**config.mk**
```make
export PLATFORM = sky130hd
export DESIGN_NAME = digit_frame_ctrl
export DESIGN_NICKNAME = d
export VERILOG_FILES = /design/src/rtl/digit_frame_ctrl_pkg.sv /design/src/rtl/vip_edge_det.sv /design/src/rtl/digit_frame_ctrl.sv
export SDC_FILE = /design/constraint.sdc
export NUM_CORES = 1
export LEC_CHECK = 0
export ABC_AREA = 1
export BUFFER_PORTS_ARGS = -buffer_cell sky130_fd_sc_hd__buf_4
export CAP_MARGIN = 20
export CORE_ASPECT_RATIO = 1.25
export CORE_MARGIN = 2
export CORE_UTILIZATION = 55
export DETAILED_ROUTE_END_ITERATION = 6
export PLACE_DENSITY = 0.77
export SYNTH_ARGS = -nofsm -noshare
export SYNTH_HDL_FRONTEND = slang
export SYNTH_SLANG_ARGS = --single-unit
```
**constraint.sdc**
```tcl
create_clock -name clk -period 4.5 [get_ports clk]
set_input_delay 0 -clock clk [delete_from_list [all_inputs] [get_ports clk]]
set_output_delay 0 -clock clk [all_outputs]
set_load 0.05 [all_outputs]
```
**src/rtl/digit_frame_ctrl_pkg.sv**
```systemverilog
// Shared definitions for the digit frame controller: FSM state encoding,
// frame_cnt phase codes, the result width and a small counter helper.
package digit_frame_ctrl_pkg;

   localparam int DIGIT_W = 24;

   typedef enum logic [1:0] {
      ST_IDLE  = 2'd0,
      ST_PROJ  = 2'd1,
      ST_RECOG = 2'd2,
      ST_CHECK = 2'd3
   } state_t;

   // Phase codes presented on frame_cnt to the projection/recognition stages
   localparam logic [1:0] FC_PROJ  = 2'd0;
   localparam logic [1:0] FC_RECOG = 2'd1;
   localparam logic [1:0] FC_CHECK = 2'd2;

   // Two-bit counter increment that sticks at its maximum
   function automatic logic [1:0] sat_inc2(input logic [1:0] v);
      return (v == 2'd3) ? 2'd3 : v + 2'd1;
   endfunction

endpackage

```
**src/rtl/vip_edge_det.sv**
```systemverilog
// Rising-edge detector: compares the input against a one-cycle registered
// copy and produces a single-cycle pulse on each 0->1 transition.
module vip_edge_det (
   input  logic clk,
   input  logic rst_n,
   input  logic i_sig,
   output logic o_rise
);

   logic r_sig_d;

   // Delay the input by one clock for the edge comparison
   always_ff @(posedge clk or negedge rst_n) begin
      if (!rst_n) r_sig_d <= 1'b0;
      else        r_sig_d <= i_sig;
   end

   assign o_rise = i_sig & ~r_sig_d;

endmodule

```
**src/rtl/digit_frame_ctrl.sv**
```systemverilog
// Digit frame controller: sequences projection, recognition and a one-cycle
// consistency check across video frames, publishing a digit result only
// after it has been captured identically on several consecutive frames.
module digit_frame_ctrl
   import digit_frame_ctrl_pkg::*;
#(
   parameter int NUM_ROW     = 1,
   parameter int NUM_COL     = 4,
   parameter int STABLE_CNT  = 3,
   parameter int TIMEOUT_FRM = 4
) (
   input  logic                 clk,
   input  logic                 rst_n,
   input  logic                 enable,
   input  logic                 frame_vsync,
   input  logic                 project_done_flag,
   input  logic [3:0]           num_row,
   input  logic [3:0]           num_col,
   input  logic [DIGIT_W-1:0]   digit_raw,
   output logic [1:0]           frame_cnt,
   output logic                 proj_en,
   output logic                 recog_en,
   output logic [DIGIT_W-1:0]   digit,
   output logic                 digit_valid,
   output logic                 busy,
   output logic                 err_timeout
);

   localparam logic [3:0] ROW_EXP    = 4'(NUM_ROW);
   localparam logic [3:0] COL_EXP    = 4'(NUM_COL);
   localparam logic [1:0] STABLE_LIM = 2'(STABLE_CNT);
   localparam logic [7:0] TO_LIM     = 8'(TIMEOUT_FRM);

   logic w_fs;

   // Registered state and outputs
   state_t              r_state;
   logic [1:0]          r_frame_cnt;
   logic                r_proj_en;
   logic                r_recog_en;
   logic [DIGIT_W-1:0]  r_digit;
   logic                r_digit_valid;
   logic                r_busy;
   logic                r_err_timeout;
   // Internal bookkeeping
   logic                r_done_lat;
   logic [7:0]          r_to_cnt;
   logic [1:0]          r_stable;
   logic [DIGIT_W-1:0]  r_prev_cap;
   logic                r_prev_vld;
   logic [DIGIT_W-1:0]  r_cap_digit;
   logic [3:0]          r_cap_row;
   logic [3:0]          r_cap_col;

   // Next-state values
   state_t              w_state_nxt;
   logic [1:0]          w_frame_cnt_nxt;
   logic                w_proj_en_nxt;
   logic                w_recog_en_nxt;
   logic [DIGIT_W-1:0]  w_digit_nxt;
   logic                w_digit_valid_nxt;
   logic                w_busy_nxt;
   logic                w_err_nxt;
   logic                w_done_lat_nxt;
   logic [7:0]          w_to_cnt_nxt;
   logic [1:0]          w_stable_nxt;
   logic [1:0]          w_stable_cand;
   logic [DIGIT_W-1:0]  w_prev_cap_nxt;
   logic                w_prev_vld_nxt;
   logic [DIGIT_W-1:0]  w_cap_digit_nxt;
   logic [3:0]          w_cap_row_nxt;
   logic [3:0]          w_cap_col_nxt;
   logic [7:0]          w_to_inc;

   vip_edge_det u_fs_det (
      .clk    (clk),
      .rst_n  (rst_n),
      .i_sig  (frame_vsync),
      .o_rise (w_fs)
   );

   assign w_to_inc = r_to_cnt + 8'd1;

   // Next-state and next-output decode for the frame sequencer
   always_comb begin
      w_state_nxt       = r_state;
      w_frame_cnt_nxt   = r_frame_cnt;
      w_proj_en_nxt     = r_proj_en;
      w_recog_en_nxt    = r_recog_en;
      w_digit_nxt       = r_digit;
      w_digit_valid_nxt = 1'b0;
      w_err_nxt         = 1'b0;
      w_done_lat_nxt    = r_done_lat;
      w_to_cnt_nxt      = r_to_cnt;
      w_stable_nxt      = r_stable;
      w_stable_cand     = 2'd1;
      w_prev_cap_nxt    = r_prev_cap;
      w_prev_vld_nxt    = r_prev_vld;
      w_cap_digit_nxt   = r_cap_digit;
      w_cap_row_nxt     = r_cap_row;
      w_cap_col_nxt     = r_cap_col;

      if (w_fs && !enable) begin
         // A frame start without a run request parks the block; the last
         // published result is kept, but stability must be rebuilt.
         w_state_nxt     = ST_IDLE;
         w_frame_cnt_nxt = FC_PROJ;
         w_proj_en_nxt   = 1'b0;
         w_recog_en_nxt  = 1'b0;
         w_stable_nxt    = 2'd0;
         w_done_lat_nxt  = 1'b0;
         w_to_cnt_nxt    = 8'd0;
      end else begin
         case (r_state)
            ST_IDLE: begin
               if (w_fs) begin
                  w_state_nxt     = ST_PROJ;
                  w_frame_cnt_nxt = FC_PROJ;
                  w_proj_en_nxt   = 1'b1;
                  w_recog_en_nxt  = 1'b0;
                  w_to_cnt_nxt    = 8'd0;
                  w_done_lat_nxt  = 1'b0;
               end
            end
            ST_PROJ: begin
               if (project_done_flag) w_done_lat_nxt = 1'b1;
               if (w_fs) begin
                  // A done arriving with the frame start counts as done first
                  if (r_done_lat || project_done_flag) begin
                     w_state_nxt     = ST_RECOG;
                     w_frame_cnt_nxt = FC_RECOG;
                     w_proj_en_nxt   = 1'b0;
                     w_recog_en_nxt  = 1'b1;
                     w_done_lat_nxt  = 1'b0;
                     w_to_cnt_nxt    = 8'd0;
                  end else if (w_to_inc >= TO_LIM) begin
                     // Projection stalled: flag it and start projecting afresh
                     w_err_nxt       = 1'b1;
                     w_stable_nxt    = 2'd0;
                     w_to_cnt_nxt    = 8'd0;
                     w_frame_cnt_nxt = FC_PROJ;
                     w_proj_en_nxt   = 1'b1;
                     w_recog_en_nxt  = 1'b0;
                  end else begin
                     w_to_cnt_nxt = w_to_inc;
                  end
               end
            end
            ST_RECOG: begin
               if (w_fs) begin
                  w_cap_digit_nxt = digit_raw;
                  w_cap_row_nxt   = num_row;
                  w_cap_col_nxt   = num_col;
                  w_state_nxt     = ST_CHECK;
                  w_frame_cnt_nxt = FC_CHECK;
                  w_proj_en_nxt   = 1'b0;
                  w_recog_en_nxt  = 1'b0;
               end
            end
            ST_CHECK: begin
               w_state_nxt     = ST_PROJ;
               w_frame_cnt_nxt = FC_PROJ;
               w_proj_en_nxt   = 1'b1;
               w_recog_en_nxt  = 1'b0;
               w_done_lat_nxt  = 1'b0;
               w_to_cnt_nxt    = 8'd0;
               if (r_cap_row != ROW_EXP || r_cap_col != COL_EXP) begin
                  w_stable_nxt = 2'd0;
               end else begin
                  if (r_prev_vld && (r_cap_digit == r_prev_cap))
                     w_stable_cand = sat_inc2(r_stable);
                  w_stable_nxt   = w_stable_cand;
                  w_prev_cap_nxt = r_cap_digit;
                  w_prev_vld_nxt = 1'b1;
                  // Only a changed result is announced
                  if (w_stable_cand >= STABLE_LIM && r_cap_digit != r_digit) begin
                     w_digit_nxt       = r_cap_digit;
                     w_digit_valid_nxt = 1'b1;
                  end
               end
            end
            default: w_state_nxt = ST_IDLE;
         endcase
      end

      w_busy_nxt = (w_state_nxt != ST_IDLE);
   end

   // State, output and bookkeeping registers
   always_ff @(posedge clk or negedge rst_n) begin
      if (!rst_n) begin
         r_state       <= ST_IDLE;
         r_frame_cnt   <= FC_PROJ;
         r_proj_en     <= 1'b0;
         r_recog_en    <= 1'b0;
         r_digit       <= '0;
         r_digit_valid <= 1'b0;
         r_busy        <= 1'b0;
         r_err_timeout <= 1'b0;
         r_done_lat    <= 1'b0;
         r_to_cnt      <= 8'd0;
         r_stable      <= 2'd0;
         r_prev_cap    <= '0;
         r_prev_vld    <= 1'b0;
         r_cap_digit   <= '0;
         r_cap_row     <= 4'd0;
         r_cap_col     <= 4'd0;
      end else begin
         r_state       <= w_state_nxt;
         r_frame_cnt   <= w_frame_cnt_nxt;
         r_proj_en     <= w_proj_en_nxt;
         r_recog_en    <= w_recog_en_nxt;
         r_digit       <= w_digit_nxt;
         r_digit_valid <= w_digit_valid_nxt;
         r_busy        <= w_busy_nxt;
         r_err_timeout <= w_err_nxt;
         r_done_lat    <= w_done_lat_nxt;
         r_to_cnt      <= w_to_cnt_nxt;
         r_stable      <= w_stable_nxt;
         r_prev_cap    <= w_prev_cap_nxt;
         r_prev_vld    <= w_prev_vld_nxt;
         r_cap_digit   <= w_cap_digit_nxt;
         r_cap_row     <= w_cap_row_nxt;
         r_cap_col     <= w_cap_col_nxt;
      end
   end

   assign frame_cnt   = r_frame_cnt;
   assign proj_en     = r_proj_en;
   assign recog_en    = r_recog_en;
   assign digit       = r_digit;
   assign digit_valid = r_digit_valid;
   assign busy        = r_busy;
   assign err_timeout = r_err_timeout;

endmodule

```
Word-level counts from Yosys, hierarchy flattened
Cells that the tools add are included.
{"block": "op_classes", "n_eq_ne": 15, "mux": 55, "n_lt_le_gt_ge": 2, "n_bitwise": 4, "add_sub_neg": 2, "reduce_logical": 19}
{"operator": "$mux W2", "count": 20}
{"operator": "$mux W8", "count": 5}
{"operator": "$eq A24 B24 Y1", "count": 1}
{"operator": "$ne A24 B24 Y1", "count": 1}
{"operator": "$pmux W8 S3", "count": 1}
{"operator": "$mux W1", "count": 23}
{"operator": "$pmux W2 S4", "count": 2}
{"operator": "$ne A3 B3 Y1 const B", "count": 5}
{"operator": "$reduce_and A3 Y1", "count": 4}
{"operator": "$reduce_and A4 Y1", "count": 3}
{"operator": "$add A8 B1 Y8 const B", "count": 1}
{"operator": "$ge A8 B3 Y1 const B", "count": 1}
{"operator": "$eq A2 B2 Y1 const B", "count": 3}
{"operator": "$pmux W1 S3", "count": 2}
{"operator": "$ne A4 B1 Y1 const B", "count": 1}
{"operator": "$ne A4 B3 Y1 const B", "count": 1}
{"operator": "$ne A4 B4 Y1 const B", "count": 1}
{"operator": "$pmux W1 S4", "count": 1}
{"operator": "$pmux W2 S2", "count": 1}
{"operator": "$reduce_bool A4 Y1", "count": 1}
{"operator": "$logic_and A1 B1 Y1", "count": 3}
{"operator": "$ne A3 B1 Y1 const B", "count": 1}
{"operator": "$not A1 Y1", "count": 3}
{"operator": "$reduce_bool A3 Y1", "count": 1}
{"operator": "other kinds (10)", "count": 11}
{"block": "totals", "input_bits": 37, "wordCells": 114, "output_inout_bits": 31, "register_bits": 102}

Depth between registers and ports, before layout
{"block": "logic_depth", "depth_word": 12, "ltp_mapped": 13, "ltp_nobuf": 12}

Cells and area by module
Synthesis repeated with hierarchy kept, for this count alone.
{"block": "hier_totals", "cells_unflattened": 659, "hier_area_um2": 5066.1}
{"mod": "digit_frame_ctrl", "seq_area_each_um2": 2527.4, "cells_each": 656, "area_each_um2": 5031.1, "instances": 1}
{"mod": "vip_edge_det", "seq_area_each_um2": 25.0, "cells_each": 3, "area_each_um2": 35.0, "instances": 1}

Worst setup path after synthesis
OpenSTA, ideal clock, no wires.
{"block": "synth_timing", "path_type": "register to register", "from": "register r_digit[0], in the netlist digit[0]", "to": "register r_digit[15], in the netlist digit[15]", "path_stages_with_launch": 13, "path_slack_ns": 2.825, "required_ns": 4.380, "synth_period_minus_slack_ns": 1.675, "setup_ns": 0.120, "n_path_buf": 1, "t_arrival_ns": 1.556, "cell_sequence": "dfrtp_1 -> inv_1 -> nand2_1 -> nand2_1 -> nor2_1 -> nand2_1 -> nor2_1 -> nand3_1 -> nand2_1 -> inv_1 -> buf_2 -> nand3_1 -> nand2_1"}
{"block": "synth_between", "elab_chain_len": 3}
{"element": "from (decl)", "line": "digit_frame_ctrl.sv:41", "source": "logic [DIGIT_W-1:0] r_digit;"}
{"element": "from (signal assigned)", "line": "digit_frame_ctrl.sv:213", "source": "r_digit <= w_digit_nxt;"}
{"element": "$ne A24 B24 Y1", "line": "digit_frame_ctrl.sv:176", "source": "if (w_stable_cand >= STABLE_LIM && r_cap_digit != r_digit) begin"}
{"element": "$logic_and A1 B1 Y1", "line": "digit_frame_ctrl.sv:176"}
{"element": "$reduce_and A4 Y1 (no line)"}
Every way passes these cells.
A chain may end at the register's enable or synchronous reset.

Worst setup path after layout
{"block": "layout_timing", "from": "register r_state[0]", "to": "register r_digit[8], in the netlist digit[8]"}
{"block": "layout_between", "elab_chain_len": 2}
{"element": "from (decl)", "line": "digit_frame_ctrl.sv:37", "source": "state_t r_state;"}
{"element": "from (signal assigned)", "line": "digit_frame_ctrl.sv:209", "source": "r_state <= w_state_nxt;"}
{"element": "$eq A2 B2 Y1", "line": "digit_frame_ctrl.sv:114", "source": "case (r_state)"}
{"element": "$reduce_and A4 Y1 (no line)"}
Every way passes these cells.

==> results.md <==
- Setup Viol. Count Final: 0
- Arrival time at the worst endpoint: 3.02 ns
- Synth Cell Area: 5011 sq um
- Endpoint class of the critical path: flip-flop
- Mean Syn Cell Area: 7.524 sq um
- Fin cells: 890
- Cells after Synth: 666
- Worst endpoint required time: 4.75 ns
- Status: complete, but fails checks
- Die span in x: 89.38 um
- Clock skew: 0.007256 ns
- # Post-CTS Setup Buffers: 0
- Clock latency on the worst-skew pair: 0.36 ns
- RSZ-0062 raised after global routing: false
- Max Cap Violations: 0
- Placer Congestion: 0.9134
- R2R Path Start: r_state[0]
- CTS tree: yes
- 1st-iter DRT viols: 322
- Total negative slack: 0 ns
- Type of the worst setup path: reg -> reg
- Slowest CP cell: inv_1
- Largest net degree at the start of global routing: 73
- Setup WS pre-CTS: 1.780 ns
- Sequential share of the synthesized area: 50.94%
- Violations in the final reports: design-rule violations
- Drc violations: 5
- Synthesis Warnings: 0
- Sink Count: 102
- Initial antenna violation count: 0
- CP peak stage delay: 0.64 ns
- # IOs: 68
- Power Density: 432.3 nW/um^2
- CP delay by family, top: buffers and inverters
- Cells along the critical path: ha_1 -> inv_1 -> nor3_1 -> nand3_1 -> buf_4 -> inv_1 -> nand2_1 -> inv_1 -> nand2_4 -> nand2_1 -> nand2_1
- Final net count: 812
- Crit path depth: 11
- Post-synthesis register bit count: 102
- Worst R2R Setup Slack: 1.73 ns
- Design Power: 2655 uW
- TritonCTS Buffers: 9
- CTS H-Tree Depth: 3
- Total gr overflow: 0
- Wire per inst: 12.72 um
- Most frequent cells in the layout: nand2_1, dfrtp_1, inv_1
- Drt via density: 4.906
- Hold Crit Class: in -> async
- Min setup slack post-route: 1.735 ns
- Share of cells above drive strength 1: 12.86%
- Final hold vios: 0
- Root buffer cell: clkbuf_8
- Crit. Startpoint: r_state[0]
- DP HPWL: 7.775 mm
- Fmax: 361.6 MHz
- Commonest non-fill, non-tap cell in the layout: nand2_1
- CTS max path bufs: 2
- Post-layout util: 70.21%
- Antenna diodes: 0
- Worst r2r path cells: 11
- Rows: 38
- Slew of the pin with the lowest slew margin: 0.8984 ns
- Pleak: 0.003326 uW
- Clock transition at path regs: 0.09 ns
- FF-to-FF End: digit[8]
- Final min period: 2.765 ns
- Worst-path maximum fanout: 50
- First-pass GRT wire length: 19.31 mm
- IO Port Bufs: 67
- Max_slew headroom: 40.10%
- Number of global-route vias before repair: 4274
- Gr usage total: 24.55%
- Synth cell types: 28
- Die area: 9896 sq um
- Antenna-violating nets left: 0
- Fin. max-slew vios: 0
- Core Region: 8748 sq um
- Startpoint Class: flip-flop
- Die height: 110.7 um
- Tcrit/Tclk final: 61.45%
- VDD IR max: 0.3123 mV
- Layout area overhead: 22.57%
- Via count: 4366
- Starting density of the core: 57.28%
- Total Wirelength: 11.32 mm
- Worst Path Buf+Inv: 4
- Post-Place Cells: 840
- Syn_nets: 711
- Drt pass-1 iters: 7
==> final cells by class <==
class                      count  area (sq um)
clock inverter                 1         5.005
fill                         724          2606
sequential                   102          2552
inverter                      95         356.6
tap                          120         150.1
timing repair buffer         107         893.4
clock buffer                  13         168.9
multi-input combinational    452          2016
==> metal layers <==
metal	up-vias	wire length, um	share of wire, %	track usage (%)
li1	2227	-	-	-
met1	2018	4994	44	32.79
met2	110	5711	50	40.25
met3	11	477	4.2	4.914
met4	0	140	1.2	6.965
met5	-	0	0	0
==> how the worst max path moves through the flow <==
stage	endpoint	slack (ns)
after floorplan	digit[15]	2.82
after global placement	digit[10]	1.92
after detailed placement	digit[8]	1.78
after CTS	digit[8]	1.75
after global routing	digit[14]	1.47
final	digit[8]	1.73
==> cells by family (layout without fill, tap and decap cells) <==
logic type | after synthesis | in the layout | share of synthesized area, %
AO/OA/AOI/OAI | 71 | 71 | 7.316
flip-flops | 102 | 102 | 50.94
AND/OR/NAND/NOR | 363 | 363 | 28.76
buffers and inverters | 112 | 216 | 8.939
XOR/XNOR | 4 | 4 | 0.6993
multiplexers | 6 | 6 | 1.348
adder cells (fa/ha/maj) | 8 | 8 | 1.998
==> Yosys cell counts <==
master / count / share of area (%)
nand3_1: 34 / 3.4
nand3b_1: 1 / 0.15
a221oi_1: 1 / 0.17
xor2_1: 3 / 0.52
buf_2: 4 / 0.40
o21ai_1: 1 / 0.10
a21oi_1: 28 / 2.8
nand4_1: 2 / 0.25
nand2_1: 251 / 19
nor2_1: 68 / 5.1
buf_4: 2 / 0.30
buf_6: 2 / 0.45
o21ai_0: 37 / 3.7
nor3_1: 4 / 0.40
o22ai_1: 2 / 0.25
clkbuf_1: 7 / 0.52
or2_2: 1 / 0.12
ha_1: 8 / 2.0
dfrtp_1: 102 / 51
nand2_4: 1 / 0.22
inv_2: 5 / 0.37
buf_1: 2 / 0.15
o31ai_1: 1 / 0.15
o211ai_1: 1 / 0.15
mux2_2: 6 / 1.3
xnor2_1: 1 / 0.17
nor3_4: 1 / 0.32
inv_1: 90 / 6.7
==> stage by stage <==
stage,instance area [sq um],hold WS (ns)
after floorplan,5011,-0.2956
after global placement,5608,-0.04742
after detailed placement,5608,-0.04574
after CTS,6142,0.1004
after global routing,6142,0.1493
final,6142,0.1088
==> sequential cells by signal, indices dropped and copies added (netlist names), 2 cells and up <==
name,count
r_stable,2
r_cap_row,4
r_state,2
r_cap_col,4
frame_cnt,2
r_to_cnt,8
digit,24
r_prev_cap,24
r_cap_digit,24
==> timing repair <==
action | CTS | global route
hold buffers | 36 | 0
endpoints found under the hold margin | 65 | 0
resized for setup | 0 | 0
==> power breakdown <==
| group | internal [uW] | leakage, uW | switching (uW) |
|---|---|---|---|
| clock network | 241 | 0.0000914 | 289 |
| registers | 1100 | 0.00129 | 172 |
| logic | 315 | 0.00194 | 538 |
(Power assumes the default switching activity.)
